**src/rtl/fd_pulse_qualifier_stamper_if.sv**
```systemverilog
// Timestamp stream interface between the pulse qualifier/stamper and the channel delay logic.
//   ts_data_o  : head-of-FIFO timestamp (producer -> consumer)
//   ts_valid_o : FIFO not empty (producer -> consumer)
//   ts_ready_i : consumer pop request (consumer -> producer)
interface fd_pulse_qualifier_stamper_if #(
  parameter int unsigned g_cnt_width = 16
);
  logic [g_cnt_width-1:0] ts_data_o;
  logic                   ts_valid_o;
  logic                   ts_ready_i;

  modport master (
    output ts_data_o,
    output ts_valid_o,
    input  ts_ready_i
  );

  modport slave (
    input  ts_data_o,
    input  ts_valid_o,
    output ts_ready_i
  );
endinterface

```
**src/rtl/fd_pulse_qualifier_stamper.sv**
```systemverilog
// Trigger pulse qualifier and time-stamper for a delay channel.
// Synchronises an asynchronous trigger, rejects pulses shorter than g_min_width cycles, applies a
// dead time after each qualified pulse and stamps each qualified pulse with the coarse counter
// value at the synchronised rising edge. Stamps are queued in a first-word-fall-through FIFO.
// Ports:
//   clk_ref_i      : reference clock (single domain)
//   rst_ref_i      : synchronous active-high reset
//   enable_i       : qualifier enable; low forces the FSM idle and discards any capture
//   pulse_a_i      : asynchronous trigger input
//   ts_if          : timestamp stream (data / valid / ready), master side
//   overflow_o     : sticky, set when a qualified stamp is dropped on a full FIFO
//   clr_overflow_i : clears overflow_o (a simultaneous drop wins)
//   glitch_cnt_o   : saturating count of rejected short pulses
//   cnt_o          : free-running coarse counter
module fd_pulse_qualifier_stamper #(
  parameter int unsigned g_sync_stages = 2,
  parameter int unsigned g_min_width   = 3,
  parameter int unsigned g_dead_time   = 16,
  parameter int unsigned g_cnt_width   = 16,
  parameter int unsigned g_fifo_depth  = 4
) (
  input  logic                         clk_ref_i,
  input  logic                         rst_ref_i,
  input  logic                         enable_i,
  input  logic                         pulse_a_i,
  fd_pulse_qualifier_stamper_if.master ts_if,
  output logic                         overflow_o,
  input  logic                         clr_overflow_i,
  output logic [15:0]                  glitch_cnt_o,
  output logic [g_cnt_width-1:0]       cnt_o
);

  localparam int unsigned WcntW = (g_min_width > 1) ? $clog2(g_min_width) : 1;
  localparam int unsigned DcntW = (g_dead_time > 1) ? $clog2(g_dead_time) : 1;
  localparam int unsigned PtrW  = $clog2(g_fifo_depth);
  localparam int unsigned OccW  = PtrW + 1;

  typedef enum logic [1:0] {StIdle, StWidth, StDead} state_e;

  // Synchroniser and edge detect
  logic [g_sync_stages-1:0] r_sync;
  logic                     r_s_d;
  logic                     w_s;
  logic                     w_rise;

  assign w_s    = r_sync[g_sync_stages-1];
  assign w_rise = w_s & ~r_s_d;

  // Qualifier state
  state_e                 r_state, w_state_d;
  logic [WcntW-1:0]       r_wcnt, w_wcnt_d;
  logic [DcntW-1:0]       r_dcnt, w_dcnt_d;
  logic [g_cnt_width-1:0] r_ts_cap, w_ts_cap_d;
  logic [g_cnt_width-1:0] r_cnt;
  logic [15:0]            r_glitch_cnt;
  logic                   w_push;
  logic [g_cnt_width-1:0] w_push_data;
  logic                   w_glitch;

  // FIFO state
  logic [g_cnt_width-1:0] r_mem [g_fifo_depth];
  logic [PtrW-1:0]        r_wr_ptr, r_rd_ptr;
  logic [OccW-1:0]        r_count;
  logic [g_cnt_width-1:0] r_hold;
  logic                   r_overflow;
  logic                   w_valid, w_full, w_pop, w_push_ok, w_drop;

  always_ff @(posedge clk_ref_i) begin
    if (rst_ref_i) begin
      r_sync   <= '0;
      r_s_d    <= 1'b0;
      r_cnt    <= '0;
      r_state  <= StIdle;
      r_wcnt   <= '0;
      r_dcnt   <= '0;
      r_ts_cap <= '0;
    end else begin
      r_sync   <= {r_sync[g_sync_stages-2:0], pulse_a_i};
      r_s_d    <= w_s;
      r_cnt    <= r_cnt + g_cnt_width'(1);
      r_state  <= w_state_d;
      r_wcnt   <= w_wcnt_d;
      r_dcnt   <= w_dcnt_d;
      r_ts_cap <= w_ts_cap_d;
    end
  end

  always_comb begin
    w_state_d   = r_state;
    w_wcnt_d    = r_wcnt;
    w_dcnt_d    = r_dcnt;
    w_ts_cap_d  = r_ts_cap;
    w_push      = 1'b0;
    w_push_data = r_ts_cap;
    w_glitch    = 1'b0;
    if (!enable_i) begin
      w_state_d = StIdle;
    end else begin
      unique case (r_state)
        StIdle: begin
          if (w_rise) begin
            w_ts_cap_d = r_cnt;
            if (g_min_width == 1) begin
              // A single high cycle already qualifies: stamp straight from the counter.
              w_push      = 1'b1;
              w_push_data = r_cnt;
              w_dcnt_d    = '0;
              w_state_d   = StDead;
            end else begin
              w_wcnt_d  = WcntW'(1);
              w_state_d = StWidth;
            end
          end
        end
        StWidth: begin
          if (!w_s) begin
            w_glitch  = 1'b1;
            w_state_d = StIdle;
          end else if (r_wcnt == WcntW'(g_min_width - 1)) begin
            // This cycle is the g_min_width-th high cycle.
            w_push    = 1'b1;
            w_dcnt_d  = '0;
            w_state_d = StDead;
          end else begin
            w_wcnt_d = r_wcnt + WcntW'(1);
          end
        end
        StDead: begin
          // Counter saturates at the end of the dead time; a held-high input keeps us here.
          if (r_dcnt == DcntW'(g_dead_time - 1)) begin
            if (!w_s) w_state_d = StIdle;
          end else begin
            w_dcnt_d = r_dcnt + DcntW'(1);
          end
        end
        default: w_state_d = StIdle;
      endcase
    end
  end

  always_ff @(posedge clk_ref_i) begin
    if (rst_ref_i) begin
      r_glitch_cnt <= '0;
    end else if (w_glitch && (r_glitch_cnt != 16'hFFFF)) begin
      r_glitch_cnt <= r_glitch_cnt + 16'd1;
    end
  end

  // FIFO control
  assign w_valid   = (r_count != '0);
  assign w_full    = (r_count == OccW'(g_fifo_depth));
  assign w_pop     = w_valid & ts_if.ts_ready_i;
  assign w_push_ok = w_push & (~w_full | w_pop);
  assign w_drop    = w_push & ~w_push_ok;

  always_ff @(posedge clk_ref_i) begin
    if (w_push_ok) r_mem[r_wr_ptr] <= w_push_data;
  end

  always_ff @(posedge clk_ref_i) begin
    if (rst_ref_i) begin
      r_wr_ptr   <= '0;
      r_rd_ptr   <= '0;
      r_count    <= '0;
      r_hold     <= '0;
      r_overflow <= 1'b0;
    end else begin
      if (w_push_ok) r_wr_ptr <= r_wr_ptr + PtrW'(1);
      if (w_pop) begin
        r_rd_ptr <= r_rd_ptr + PtrW'(1);
        // Keep the popped word so ts_data_o holds its last value once empty.
        r_hold   <= r_mem[r_rd_ptr];
      end
      if (w_push_ok && !w_pop) begin
        r_count <= r_count + OccW'(1);
      end else if (!w_push_ok && w_pop) begin
        r_count <= r_count - OccW'(1);
      end
      if (w_drop) begin
        r_overflow <= 1'b1;
      end else if (clr_overflow_i) begin
        r_overflow <= 1'b0;
      end
    end
  end

  assign ts_if.ts_data_o  = w_valid ? r_mem[r_rd_ptr] : r_hold;
  assign ts_if.ts_valid_o = w_valid;
  assign overflow_o       = r_overflow;
  assign glitch_cnt_o     = r_glitch_cnt;
  assign cnt_o            = r_cnt;

endmodule

```
**src/flat_wrapper.sv**
```systemverilog
// flat-port wrapper written by rule: the top's interface ports become plain ports
module fd_pulse_qualifier_stamper_flat 
#(
  parameter int unsigned g_sync_stages = 2,
  parameter int unsigned g_min_width   = 3,
  parameter int unsigned g_dead_time   = 16,
  parameter int unsigned g_cnt_width   = 16,
  parameter int unsigned g_fifo_depth  = 4
)
  (clk_ref_i, rst_ref_i, enable_i, pulse_a_i, overflow_o, clr_overflow_i, glitch_cnt_o, cnt_o, ts_if_ts_data_o, ts_if_ts_valid_o, ts_if_ts_ready_i);
  fd_pulse_qualifier_stamper_if #(.g_cnt_width(g_cnt_width)) ts_if_i ();
  input  logic clk_ref_i;
  input  logic rst_ref_i;
  input  logic enable_i;
  input  logic pulse_a_i;
  output logic overflow_o;
  input  logic clr_overflow_i;
  output logic [15:0] glitch_cnt_o;
  output logic [g_cnt_width-1:0] cnt_o;
  output wire logic [$bits(ts_if_i.ts_data_o)-1:0] ts_if_ts_data_o;
  output wire logic [$bits(ts_if_i.ts_valid_o)-1:0] ts_if_ts_valid_o;
  input wire logic [$bits(ts_if_i.ts_ready_i)-1:0] ts_if_ts_ready_i;
  assign ts_if_ts_data_o = ts_if_i.ts_data_o;
  assign ts_if_ts_valid_o = ts_if_i.ts_valid_o;
  assign ts_if_i.ts_ready_i = ts_if_ts_ready_i;
  fd_pulse_qualifier_stamper #(.g_sync_stages(g_sync_stages), .g_min_width(g_min_width), .g_dead_time(g_dead_time), .g_cnt_width(g_cnt_width), .g_fifo_depth(g_fifo_depth)) u_core (.clk_ref_i(clk_ref_i), .rst_ref_i(rst_ref_i), .enable_i(enable_i), .pulse_a_i(pulse_a_i), .ts_if(ts_if_i), .overflow_o(overflow_o), .clr_overflow_i(clr_overflow_i), .glitch_cnt_o(glitch_cnt_o), .cnt_o(cnt_o));
endmodule
```
**config.mk**
```make
export PLATFORM = sky130hd
export DESIGN_NAME = fd_pulse_qualifier_stamper_flat
export DESIGN_NICKNAME = d
export VERILOG_FILES = /design/src/rtl/fd_pulse_qualifier_stamper_if.sv /design/src/rtl/fd_pulse_qualifier_stamper.sv /design/src/flat_wrapper.sv
export SDC_FILE = /design/constraint.sdc
export NUM_CORES = 1
export LEC_CHECK = 0
export ABC_CLOCK_PERIOD_IN_PS = 3300
export CAP_MARGIN = 5
export CORE_ASPECT_RATIO = 0.9
export CORE_UTILIZATION = 25
export DETAILED_ROUTE_END_ITERATION = 8
export PLACE_DENSITY = 0.53
export SETUP_SLACK_MARGIN = 0.5
export SYNTH_ARGS = -nofsm -noshare
export SYNTH_HDL_FRONTEND = slang
export SYNTH_SLANG_ARGS = --single-unit
```
**constraint.sdc**
```tcl
create_clock -name clk_ref_i -period 3.3 [get_ports clk_ref_i]
set_input_delay 0.33 -clock clk_ref_i [delete_from_list [all_inputs] [get_ports clk_ref_i]]
set_output_delay 0.33 -clock clk_ref_i [all_outputs]
set_load 0.005 [all_outputs]
```
==> results.cfg <==
[status]
outcome = finished clean

[grt]
top_usage_layer = met2
grt_use_met3_pct = 3.05
grt_max_degree = 35
met1_usage_pct = 13.8
grt.total_usage_pct = 11.0
antenna_found_initial = 0
grt_first_pass_wirelength_um = 21500
grt_overflow_total = 0
grt_pass1_vias = 4110
grt_use_met2_pct = 17.7

[route]
routed_wl_um = 12800
num_vias = 4043
antenna_left = 0
routedWlPerCell_um = 14.6
vias_per_cell = 4.58
first_pass_iters = 4
drtIter0Drc = 305
drc_errors = 0

[placement]
placed_cell_area_um2 = 7000
port_buffers = 55
dp_hpwl_um = 8740
dp_cells = 850
gp_congestion = 0.788

[setup_path]
cp.arrival_ns = 2.32
crit_type = flip-flop to output pin
end_kind = output pin
crit_chain = buf_6, mux4_2, mux2_2, clkdlybuf4s50_1
cpMaxStageDelayCell = mux4_2
worst_setup_path_start_kind = flip-flop
rrSetupSlack_ns = 0.69
critPathMaxFanout = 16
max_stage_delay_ns = 0.58
required_ns = 2.97

[finish]
fin_cells = 882
layout-drive-gt1-share_pct = 14.5
n_fill_cell = 2335
stdcell_area_um2 = 7570
final_cell_mix = 84 x dfxtp_1, 64 x edfxtp_1, 54 x clkdlybuf4s50_1, 45 x nand2_1, 42 x nor2_1
nets = 583
multi_input_area_um2 = 2340
mostFrequentLayoutCell = dfxtp_1
num_antenna_cells = 0
area.sequential_um2 = 3620
fin_util_pct = 32.0
area_delta_synth_final_pct = 24.2

[synth]
synthArstFlopShare_pct = 0
seq_area_frac_synth_pct = 59.4
synthDominantCellAreaShare_pct = 31.5
syn_area_um2 = 6100
synthDistinctLibCells = 52
syn_nets = 522
synth_seq_cells = 149
ys.flop_type = dfxtp_1
yosysTopAreaCell = edfxtp_1
yosys-top-cells-area = edfxtp_1 32%, dfxtp_1 28%, mux4_2 5.9%, mux2_2 3.5%, a21oi_1 3.2%
synth_edf_count = 64
synth_area_per_cell_um2 = 12.0
synthCells = 506
yosys_warnings = 0

[clock_tree]
insertion_delay_ns = 0.42
root_buffer = clkbuf_16
clock_path_buffers = 2
cts_hold_buf = 0
h-tree-depth = 4
cts_buffers = 17
clk_pin_slew_ns = 0.06
cts.sinks = 149
cts_tree = yes

[timing]
fin_crit_ns = 2.65
hold_viol = 0
rsz0062_at_grt = no
tightest_slew_ns = 0.930
max_freq_mhz = 377
slew_violations = 0
setup_tns_ns = 0
setup_violations = 0
relSlewSlack_pct = 37.4
clock_skew_ns = 0.0126
finalCritPeriodShare_pct = 80.3

[power_and_ir_drop]
ir_drop_mv = 0.295
power.density_nw_per_um2 = 667
power_leakage_nw = 2.44

[floorplanning]
rows = 53
chipWidth_um = 167
die_area_um2 = 25000
core-area_um2 = 23700
fp.dieH_um = 150
start_util_pct = 25.8
num_io_pins = 56

[job]
drv_cap = 0

[worst_hold_path]
hold_class = input port to flip-flop
==> state kept, by name (all words and copies together) (netlist names), 2 cells and up, named ones only <==
register / flops
u_core.r_count: 3
u_core.r_wr_ptr: 2
u_core.r_mem: 64
u_core.r_ts_cap: 16
u_core.r_hold: 16
u_core.cnt_o: 16
u_core.r_rd_ptr: 2
u_core.r_dcnt: 4
u_core.r_state: 2
u_core.r_wcnt: 2
u_core.glitch_cnt_o: 16
u_core.r_sync: 2
==> routing by layer <==
metal	wire [µm]	share of wire [%]	vias to the layer above
met5	0	0	-
met4	189	1.5	0
met3	485	3.8	15
met2	5920	46	66
met1	6250	49	1974
li1	-	-	1988
==> cell usage after synthesis, drive strengths merged (2+ instances only) <==
master and count:
a21oi 39, a22oi 2, and2 4, and3 3, and4 4, buf 12
clkbuf 11, dfxtp 85, edfxtp 64, ha 9, inv 12, mux2 19
mux2i 18, mux4 16, nand2 45, nand3 16, nand3b 5, nand4 9
nor2 42, nor2b 6, nor3 5, nor3b 2, nor4 4, o21ai 11
o31a 2, o31ai 10, or2 2, or3 12, or4 7, xnor2 5
xor2 11
==> cells by family after synthesis <==
family | Yosys count | synth area share (%)
AND/OR/NAND/NOR | 173 | 14.8
XOR/XNOR | 16 | 2.30
buffers and inverters | 36 | 2.34
multiplexers | 53 | 12.4
flip-flops | 149 | 59.4
adder cells (fa/ha/maj) | 10 | 2.18
AO/OA/AOI/OAI | 69 | 6.55
==> per-stage QoR <==
step           hold WS (ns)  worst slack (ns)  power, mW
5_1_grt               0.358             0.514       5.30
6_report              0.333             0.650       5.05
3_5_place_dp          0.445             0.532       3.29
3_3_place_gp          0.439             0.600       3.27
2_1_floorplan         0.414             0.777       2.71
4_1_cts               0.320             0.540       5.13
==> worst paths after layout <==
kind / startpoint / to / depth (start not counted)
setup / recovery: flip-flop / ts_if_ts_data_o[1] / 4
hold / removal: rst_ref_i / u_core.glitch_cnt_o[8] / 2
setup reg to reg: u_core.r_wcnt[0] / u_core.r_count[2] / 10
hold reg to reg: u_core.r_hold[6] / u_core.r_hold[6] / 2
==> cell type report <==
type	count	area share (%)
Timing Repair Buffer	65	8.24
Clock buffer	20	5.77
Multi-Input combinational cell	321	30.9
Inverter	13	0.644
Clock inverter	12	1.62
Sequential cell	149	47.9
Tap cell	302	4.99
==> critical path: cells and delay by family, from the launching register on <==
kind	cells	cell delay, ns
flip-flops	1	0.33
multiplexers	2	0.87
buffers and inverters	2	0.69
==> what timing repair did <==
item,in CTS,in global routing
cloned,0,0
resized for setup,1,3
endpoints found under the setup margin,16,17
setup buffers,0,0
==> power breakdown <==
group	internal (mW)	switching [mW]
sequential	1.99	0.0648
combinational	0.716	0.461
clock	1.05	0.768
Power figures use the tool's default switching activity.
